===== src/rtl/win33_out_seq.sv =====
// Winograd F(2x2,3x3) output-transform sequencer.
// Sums per-tile M rows over channels, fires the transform, walks the tile map.
module win33_out_seq #(
  parameter int N_CH    = 6,
  parameter int TILES_X = 5,
  parameter int TILES_Y = 5
) (
  input  logic        clk,
  input  logic        rst,
  input  logic        start,
  output logic        busy,
  input  logic        in_valid,
  output logic        in_ready,
  input  logic [63:0] in_row,
  output logic [63:0] m_tmp1,
  output logic [63:0] m_tmp2,
  output logic [63:0] m_tmp3,
  output logic [63:0] m_tmp4,
  output logic        xform_en,
  input  logic [31:0] f_tmp1,
  input  logic [31:0] f_tmp2,
  output logic        out_valid,
  input  logic        out_ready,
  output logic [63:0] out_data,
  output logic [7:0]  out_tx,
  output logic [7:0]  out_ty,
  output logic        done
);

  typedef enum logic [1:0] {
    S_IDLE,
    S_ACCUM,
    S_XFORM,
    S_OUT
  } state_t;

  localparam int CW = (N_CH > 1) ? $clog2(N_CH) : 1;
  localparam logic [CW-1:0] CH_LAST = CW'(N_CH - 1);
  localparam logic [7:0] TX_LAST = 8'(TILES_X - 1);
  localparam logic [7:0] TY_LAST = 8'(TILES_Y - 1);

  state_t        state, state_nx;
  logic [63:0]   acc [4];
  logic [1:0]    row;
  logic [CW-1:0] ch;
  logic [7:0]    tx, ty;

  logic beat, last_beat, hs, last_tile, start_ok;

  assign beat      = in_valid & in_ready;
  assign last_beat = beat & (ch == CH_LAST) & (row == 2'd3);
  assign hs        = out_valid & out_ready;
  assign last_tile = (tx == TX_LAST) & (ty == TY_LAST);
  // start landing on the done pulse is dropped
  assign start_ok  = (state == S_IDLE) & start & ~done;

  assign m_tmp1 = acc[0];
  assign m_tmp2 = acc[1];
  assign m_tmp3 = acc[2];
  assign m_tmp4 = acc[3];

  function automatic logic [63:0] lane_add(
    input logic [63:0] a,
    input logic [63:0] b
  );
    logic [63:0] r;
    r = '0;
    for (int i = 0; i < 4; i++)
      r[16*i +: 16] = a[16*i +: 16] + b[16*i +: 16];
    return r;
  endfunction

  always_ff @(posedge clk or posedge rst) begin
    if (rst) state <= S_IDLE;
    else     state <= state_nx;
  end

  always_comb begin
    state_nx  = state;
    busy      = 1'b1;
    in_ready  = 1'b0;
    xform_en  = 1'b0;
    out_valid = 1'b0;
    unique case (state)
      S_IDLE: begin
        busy = 1'b0;
        if (start_ok) state_nx = S_ACCUM;
      end
      S_ACCUM: begin
        in_ready = 1'b1;
        if (last_beat) state_nx = S_XFORM;
      end
      S_XFORM: begin
        xform_en = 1'b1;
        state_nx = S_OUT;
      end
      S_OUT: begin
        out_valid = 1'b1;
        if (hs) state_nx = last_tile ? S_IDLE : S_ACCUM;
      end
      default: state_nx = S_IDLE;
    endcase
  end

  always_ff @(posedge clk or posedge rst) begin
    if (rst) begin
      for (int i = 0; i < 4; i++) acc[i] <= '0;
      row      <= '0;
      ch       <= '0;
      tx       <= '0;
      ty       <= '0;
      out_data <= '0;
      out_tx   <= '0;
      out_ty   <= '0;
      done     <= 1'b0;
    end else begin
      done <= 1'b0;
      if (start_ok) begin
        tx  <= '0;
        ty  <= '0;
        ch  <= '0;
        row <= '0;
      end
      if (beat) begin
        acc[row] <= (ch == '0) ? in_row : lane_add(acc[row], in_row);
        row      <= row + 2'd1;
        if (row == 2'd3)
          ch <= (ch == CH_LAST) ? '0 : ch + CW'(1);
      end
      if (xform_en) begin
        out_data <= {f_tmp1, f_tmp2};
        out_tx   <= tx;
        out_ty   <= ty;
      end
      if (hs) begin
        ch  <= '0;
        row <= '0;
        if (last_tile) begin
          done <= 1'b1;
        end else if (tx == TX_LAST) begin
          tx <= '0;
          ty <= ty + 8'd1;
        end else begin
          tx <= tx + 8'd1;
        end
      end
    end
  end

endmodule


===== config.mk =====
export PLATFORM = sky130hd
export DESIGN_NAME = win33_out_seq
export DESIGN_NICKNAME = d
export VERILOG_FILES = /design/src/rtl/win33_out_seq.sv
export SDC_FILE = /design/constraint.sdc
export NUM_CORES = 1
export LEC_CHECK = 0
export BUFFER_PORTS_ARGS = -buffer_cell sky130_fd_sc_hd__buf_2
export CORE_UTILIZATION = 35
export CTS_CLUSTER_DIAMETER = 40
export DETAILED_ROUTE_END_ITERATION = 10
export GPL_ROUTABILITY_DRIVEN = 0
export PLACE_DENSITY = 0.68
export SYNTH_ARGS = -nofsm -noshare
export SYNTH_HDL_FRONTEND = slang
export SYNTH_SLANG_ARGS = --single-unit

===== constraint.sdc =====
create_clock -name clk -period 22.9 [get_ports clk]
set_clock_uncertainty 0.05 [all_clocks]
set_input_delay 1.145 -clock clk [delete_from_list [all_inputs] [get_ports clk]]
set_output_delay 1.145 -clock clk [all_outputs]
set_load 0.005 [all_outputs]

Yosys cells after proc, flatten, opt, wreduce, memory -nomap -nowiden
Cells that the tools add are included.

word-level totals
  flip-flop bits (word level) = 360

cells by class
  magnitude comparators = 2
  reduce and logical (&&, ||, !) cells = 5
  bitwise gates (word level) = 9
  muxes and demuxes = 34
  $add $sub $neg = 8
  eq/ne operators = 10

operator list
  cell                                                                   number
  256-bit bitwise mux                                                    1
  64-bit two-way mux                                                     4
  64-bit binary-select mux with 2-bit select                             1
  64-bit demux with 2-bit select                                         1
  16-bit adder                                                           4
  8-bit two-way mux                                                      8
  8-bit by 1-bit adder with 8-bit output (second input constant)         2
  8-bit by 3-bit == test with 1-bit output (second input constant)       2
  3-bit two-way mux                                                      5
  2-bit two-way mux                                                      6
  2-bit one-hot mux with 4 select lines                                  1
  1-bit bitwise AND                                                      7
  1-bit two-way mux                                                      7
  2-bit == test (second input constant)                                  3
  2-bit inequality test (second input constant)                          3
  3-bit by 1-bit adder with 3-bit output (second input constant)         1
  3-bit == test (second input constant)                                  1
  3-bit greater-or-equal comparator (second input constant)              1
  3-bit zero test                                                        1
  3-bit by 1-bit < comparator with 1-bit output (second input constant)  1
  2-bit NOT with 3-bit output                                            1
  3-bit AND reduction                                                    1
  3-bit nonzero test                                                     1
  2-bit by 1-bit adder with 2-bit output (second input constant)         1
  4 further kinds                                                        4

Depth between registers and ports, before layout
  depth after elaboration = 7
  mapped depth = 15

Least setup slack after synthesis
OpenSTA, ideal clock, no wires.

  path kind = register to register
  start = register row[0]
  end = register acc, in the netlist m_tmp1[62]
  data required time = 22717 ps
  stages on the path, launching flop included = 15
  path slack = 18874 ps
  period minus slack after synthesis = 4026 ps
  arrival time = 3843 ps
  buffers on the path = 2
  cells stage by stage = dfrtp_1 -> buf_2 -> buf_1 -> mux4_2 -> ha_1 -> inv_1 -> fa_1 -> nor2b_4 -> o21ai_2 -> a21boi_1 -> or4_4 -> a311oi_2 -> o311ai_0 -> a31oi_1 -> o21ai_0

between the ends
  word-level cells in the longest chain between the ends = 7
  elaborated cells between the ends (all ways) = 12
  classes of those cells = add/sub (1); order compare (2); mux (7); bitwise (1); reduce/logical (1)

RTL lines
  item                                                   line  RTL
  from (decl)                                            44    logic [1:0] row;
  from (signal assigned)                                 126   row <= row + 2'd1;
  2-bit NOT with 3-bit output (*)                        125   acc[row] <= (ch == '0) ? in_row : lane_add(acc[row], in_row);
  64-bit binary-select mux with 2-bit select             125
  64-bit two-way mux (implied by the code) (2 in a row)  125
  16-bit adder                                           69    r[16*i +: 16] = a[16*i +: 16] + b[16*i +: 16];
  64-bit two-way mux                                     125
  256-bit bitwise mux (*)                                125
  to (signal, indexed assignment)                        125
  to (decl)                                              43    logic [63:0] acc [4];

Mark *: on every way between the ends. The rest lies on a longest branch, timed or not. The select of a mux whose other input is x is not followed.
A chain may end at the register's enable or synchronous reset.

Worst setup path in the final report
  start = register row[0]
  end = register acc, in the netlist m_tmp2[62]

The elaborated chain is that of the path after synthesis.

==> summary.txt <==
total setup buffers inserted after CTS = 0
Post-synth top cells = dfrtp_1 (360), o21ai_0 (293), nand2_1 (286)
Fmax = 206 MHz
Hold Vio Cnt, Final = 0
CP Max Fanout = 35
final WL = 56.2 mm
Final #Nets = 2,393
clk slew on worst S/H paths = 50 ps
Post-Route Setup TNS = 0 ps
die width = 230 um
Chip Height = 230 um
number of remaining DRC errors = 0
total CTS buffers = 57
vias in the first global route = 15.8k
Initial Util = 0.354
Peak VDD IR = 106 uV
die area = 0.0530 mm2
period utilisation layout = 0.212
first-pass GRT wire length = 87.9 mm
final worst path period need = 4850 ps
total power = 3.61 mW
count leader, synth = dfrtp_1
CP max stage delay = 900 ps
hpwl dp = 39.8 mm
worst hold slack = 449 ps
Design Area, Final = 0.0233 mm2
Crit-path slowest cell = dfrtp_4
synthesized flop and latch total = 360
Core Region = 0.0514 mm2
max cap viols = 0
Netlist cell types = 63
Net Count, Synth = 1,948
Vias per Instance = 5.28
Resize count post-CTS = 0
Syn Area/Cell = 10.5 um2
Final Max Tran Viols = 0
number of flops mapped to enable cells by yosys = 0
top cells by area, synth = dfrtp_1 (49%), o21ai_0 (8.0%), mux4_2 (7.9%), nand2_1 (5.9%), ha_1 (5.0%)
Synth Warn # = 0
I/O pins = 474
worst slew pin tran = 991 ps
GRT Total Usage = 0.210
Final ANT Viol Nets = 0
CP delay by family, top = compound AO/OA/AOI/OAI gates
ys flop type = dfrtp_1
Leak Pwr = 11.2 nW
starting DRC count in detailed routing = 934
Post-Syn Area = 0.0182 mm2
share of layout cells above drive strength 1 = 0.338
wire per inst = 19.3 um
worst-skew pair later-pin latency = 620 ps
Slew HR = 0.339
H-tree depth = 2
CTS tree = yes
worst path cell trace = buf_4 -> mux4_2 -> ha_1 -> inv_1 -> fa_1 -> nor2b_4 -> o21ai_2 -> a21boi_1 -> or4_4 -> a311oi_2 -> o311ai_0 -> a31oi_1 -> o21ai_0
required time worst endpoint = 23,290 ps
Worst setup EP type = register
hold bufs inserted after CTS = 0
PwrDens = 155 mW/mm2
RSZ-0062 raised after global routing = no
dpl cell area = 0.0212 mm2
DR vias = 15.4k
Post-synth ARST share = 1.00
Detailed Routing Iterations Pass 1 = 5
clk buf depth = 3
Finish-stage setup viols = 0
post-synthesis sequential area ratio = 0.494
global route overflow = 0
Root Driver = clkbuf_16
area grow syn2layout = 27.8%
data arrival time of the critical path = 5240 ps
startpoint types = register
# port buffers = 473
Yosys top cell by area = dfrtp_1
largest net degree at the start of global routing = 164
Buf/Inv on CP = 2
cell count after synthesis = 1,738
status = finished, final reports clean
# rows = 83
setup ws final = 18,050 ps
hold crit path type = reg -> reg
pre-CTS setup slack = 17,960 ps
initial antenna violation count = 3
Crit Path Class = reg -> reg
clk sinks = 360
Yosys top cell area share = 0.494
ANT cells = 0
## power breakdown
group	leakage [nW]	switching [mW]	total, mW	internal, mW
clock	0.977	0.338	0.907	0.569
combinational	5.71	0.808	1.56	0.749
sequential	4.47	0.231	1.15	0.918
total	11.2	1.38	3.61	2.24
## placed cells by master, fill, tap and decap left out, types with 5 or more instances in the layout
master,n
clkinv_2,6
clkinv_4,5
and3_1,11
o31ai_1,7
nand3_1,37
dfrtp_1,358
a221o_1,5
bufinv_16,8
inv_6,8
o21ai_1,6
xor2_1,16
a21o_1,21
nor3_1,13
or3_1,9
ha_1,72
o211ai_1,6
o21ai_0,293
nand2b_1,5
buf_4,11
mux4_2,64
nand2_1,282
clkbuf_16,57
mux2i_1,17
nor2_1,78
mux2_2,81
xnor2_1,30
o21a_1,9
a21oi_1,70
nor2b_1,7
a211oi_1,6
buf_2,473
a31oi_1,21
a22oi_1,5
and2_1,8
clkinvlp_4,9
inv_1,34
## worst register-to-register path, cell delays in order, from the launching register on
cell and delay [ps]:
dfrtp_4 900, buf_4 750, mux4_2 620, ha_1 270, inv_1 110, fa_1 240, nor2b_4 60, o21ai_2 130
a21boi_1 120, or4_4 520, a311oi_2 300, o311ai_0 180, a31oi_1 300, o21ai_0 150
## final timing paths
kind / from / end / slack, ps / cells after the start
min in group asynchronous: rst / m_tmp1[53]$_DFFE_PP0P_ / 720 / 2
max reg2reg: row[0]$_DFFE_PP0P_ / m_tmp2[62]$_DFFE_PP0P_ / 18050 / 13
max in group asynchronous: rst / m_tmp3[58]$_DFFE_PP0P_ / 20610 / 3
max: row[0]$_DFFE_PP0P_ / m_tmp2[62]$_DFFE_PP0P_ / 18050 / 13
min reg2reg: out_data[9]$_DFFE_PP0P_ / out_data[9]$_DFFE_PP0P_ / 450 / 1
min: out_data[9]$_DFFE_PP0P_ / out_data[9]$_DFFE_PP0P_ / 450 / 1
## layout make-up
| cell class | instances | area, um2 |
|---|---|---|
| fill | 4773 | 28100 |
| sequential | 360 | 9020 |
| multi-input combinational | 1244 | 8760 |
| timing repair buffer | 485 | 2470 |
| clock buffer | 64 | 1480 |
| tap | 680 | 851 |
| clock inverter | 43 | 568 |
| inverter | 35 | 139 |
## per-layer routing
metal	up-vias	part of all wire	global-route usage	routed length, um
li1	7115	-	-	-
met1	7634	0.42	0.264	23600
met2	544	0.49	0.356	27500
met3	86	0.071	0.0500	4000
met4	4	0.018	0.0631	1040
met5	-	0.00039	0	22
## flip-flops by register name, summed over array words and instances (netlist names)
register  flops
ty            8
out_ty        8
m_tmp1       64
m_tmp2       64
tx            8
done          1
out_data     64
m_tmp4       64
row           2
m_tmp3       64
out_tx        8
state         2
ch            3
## per-stage QoR
stage          utilization  instances
2_1_floorplan            -       1738
3_3_place_gp         0.413       2804
3_5_place_dp         0.413       2804
4_1_cts              0.453       2911
5_1_grt              0.453       2911
6_report             0.453       2911
## logic make-up (layout without fill, tap and decap cells)
logic type,count (synthesis),in the layout,synth area share
AO/OA/AOI/OAI,482,482,0.150
AND/OR/NAND/NOR,477,477,0.112
flip-flops,360,360,0.494
multiplexers,162,162,0.139
buffers and inverters,134,627,0.0278
adder cells (fa/ha/maj),77,77,0.0545
XOR/XNOR,46,46,0.0221
No activity file was read; power rests on OpenSTA's default activity.
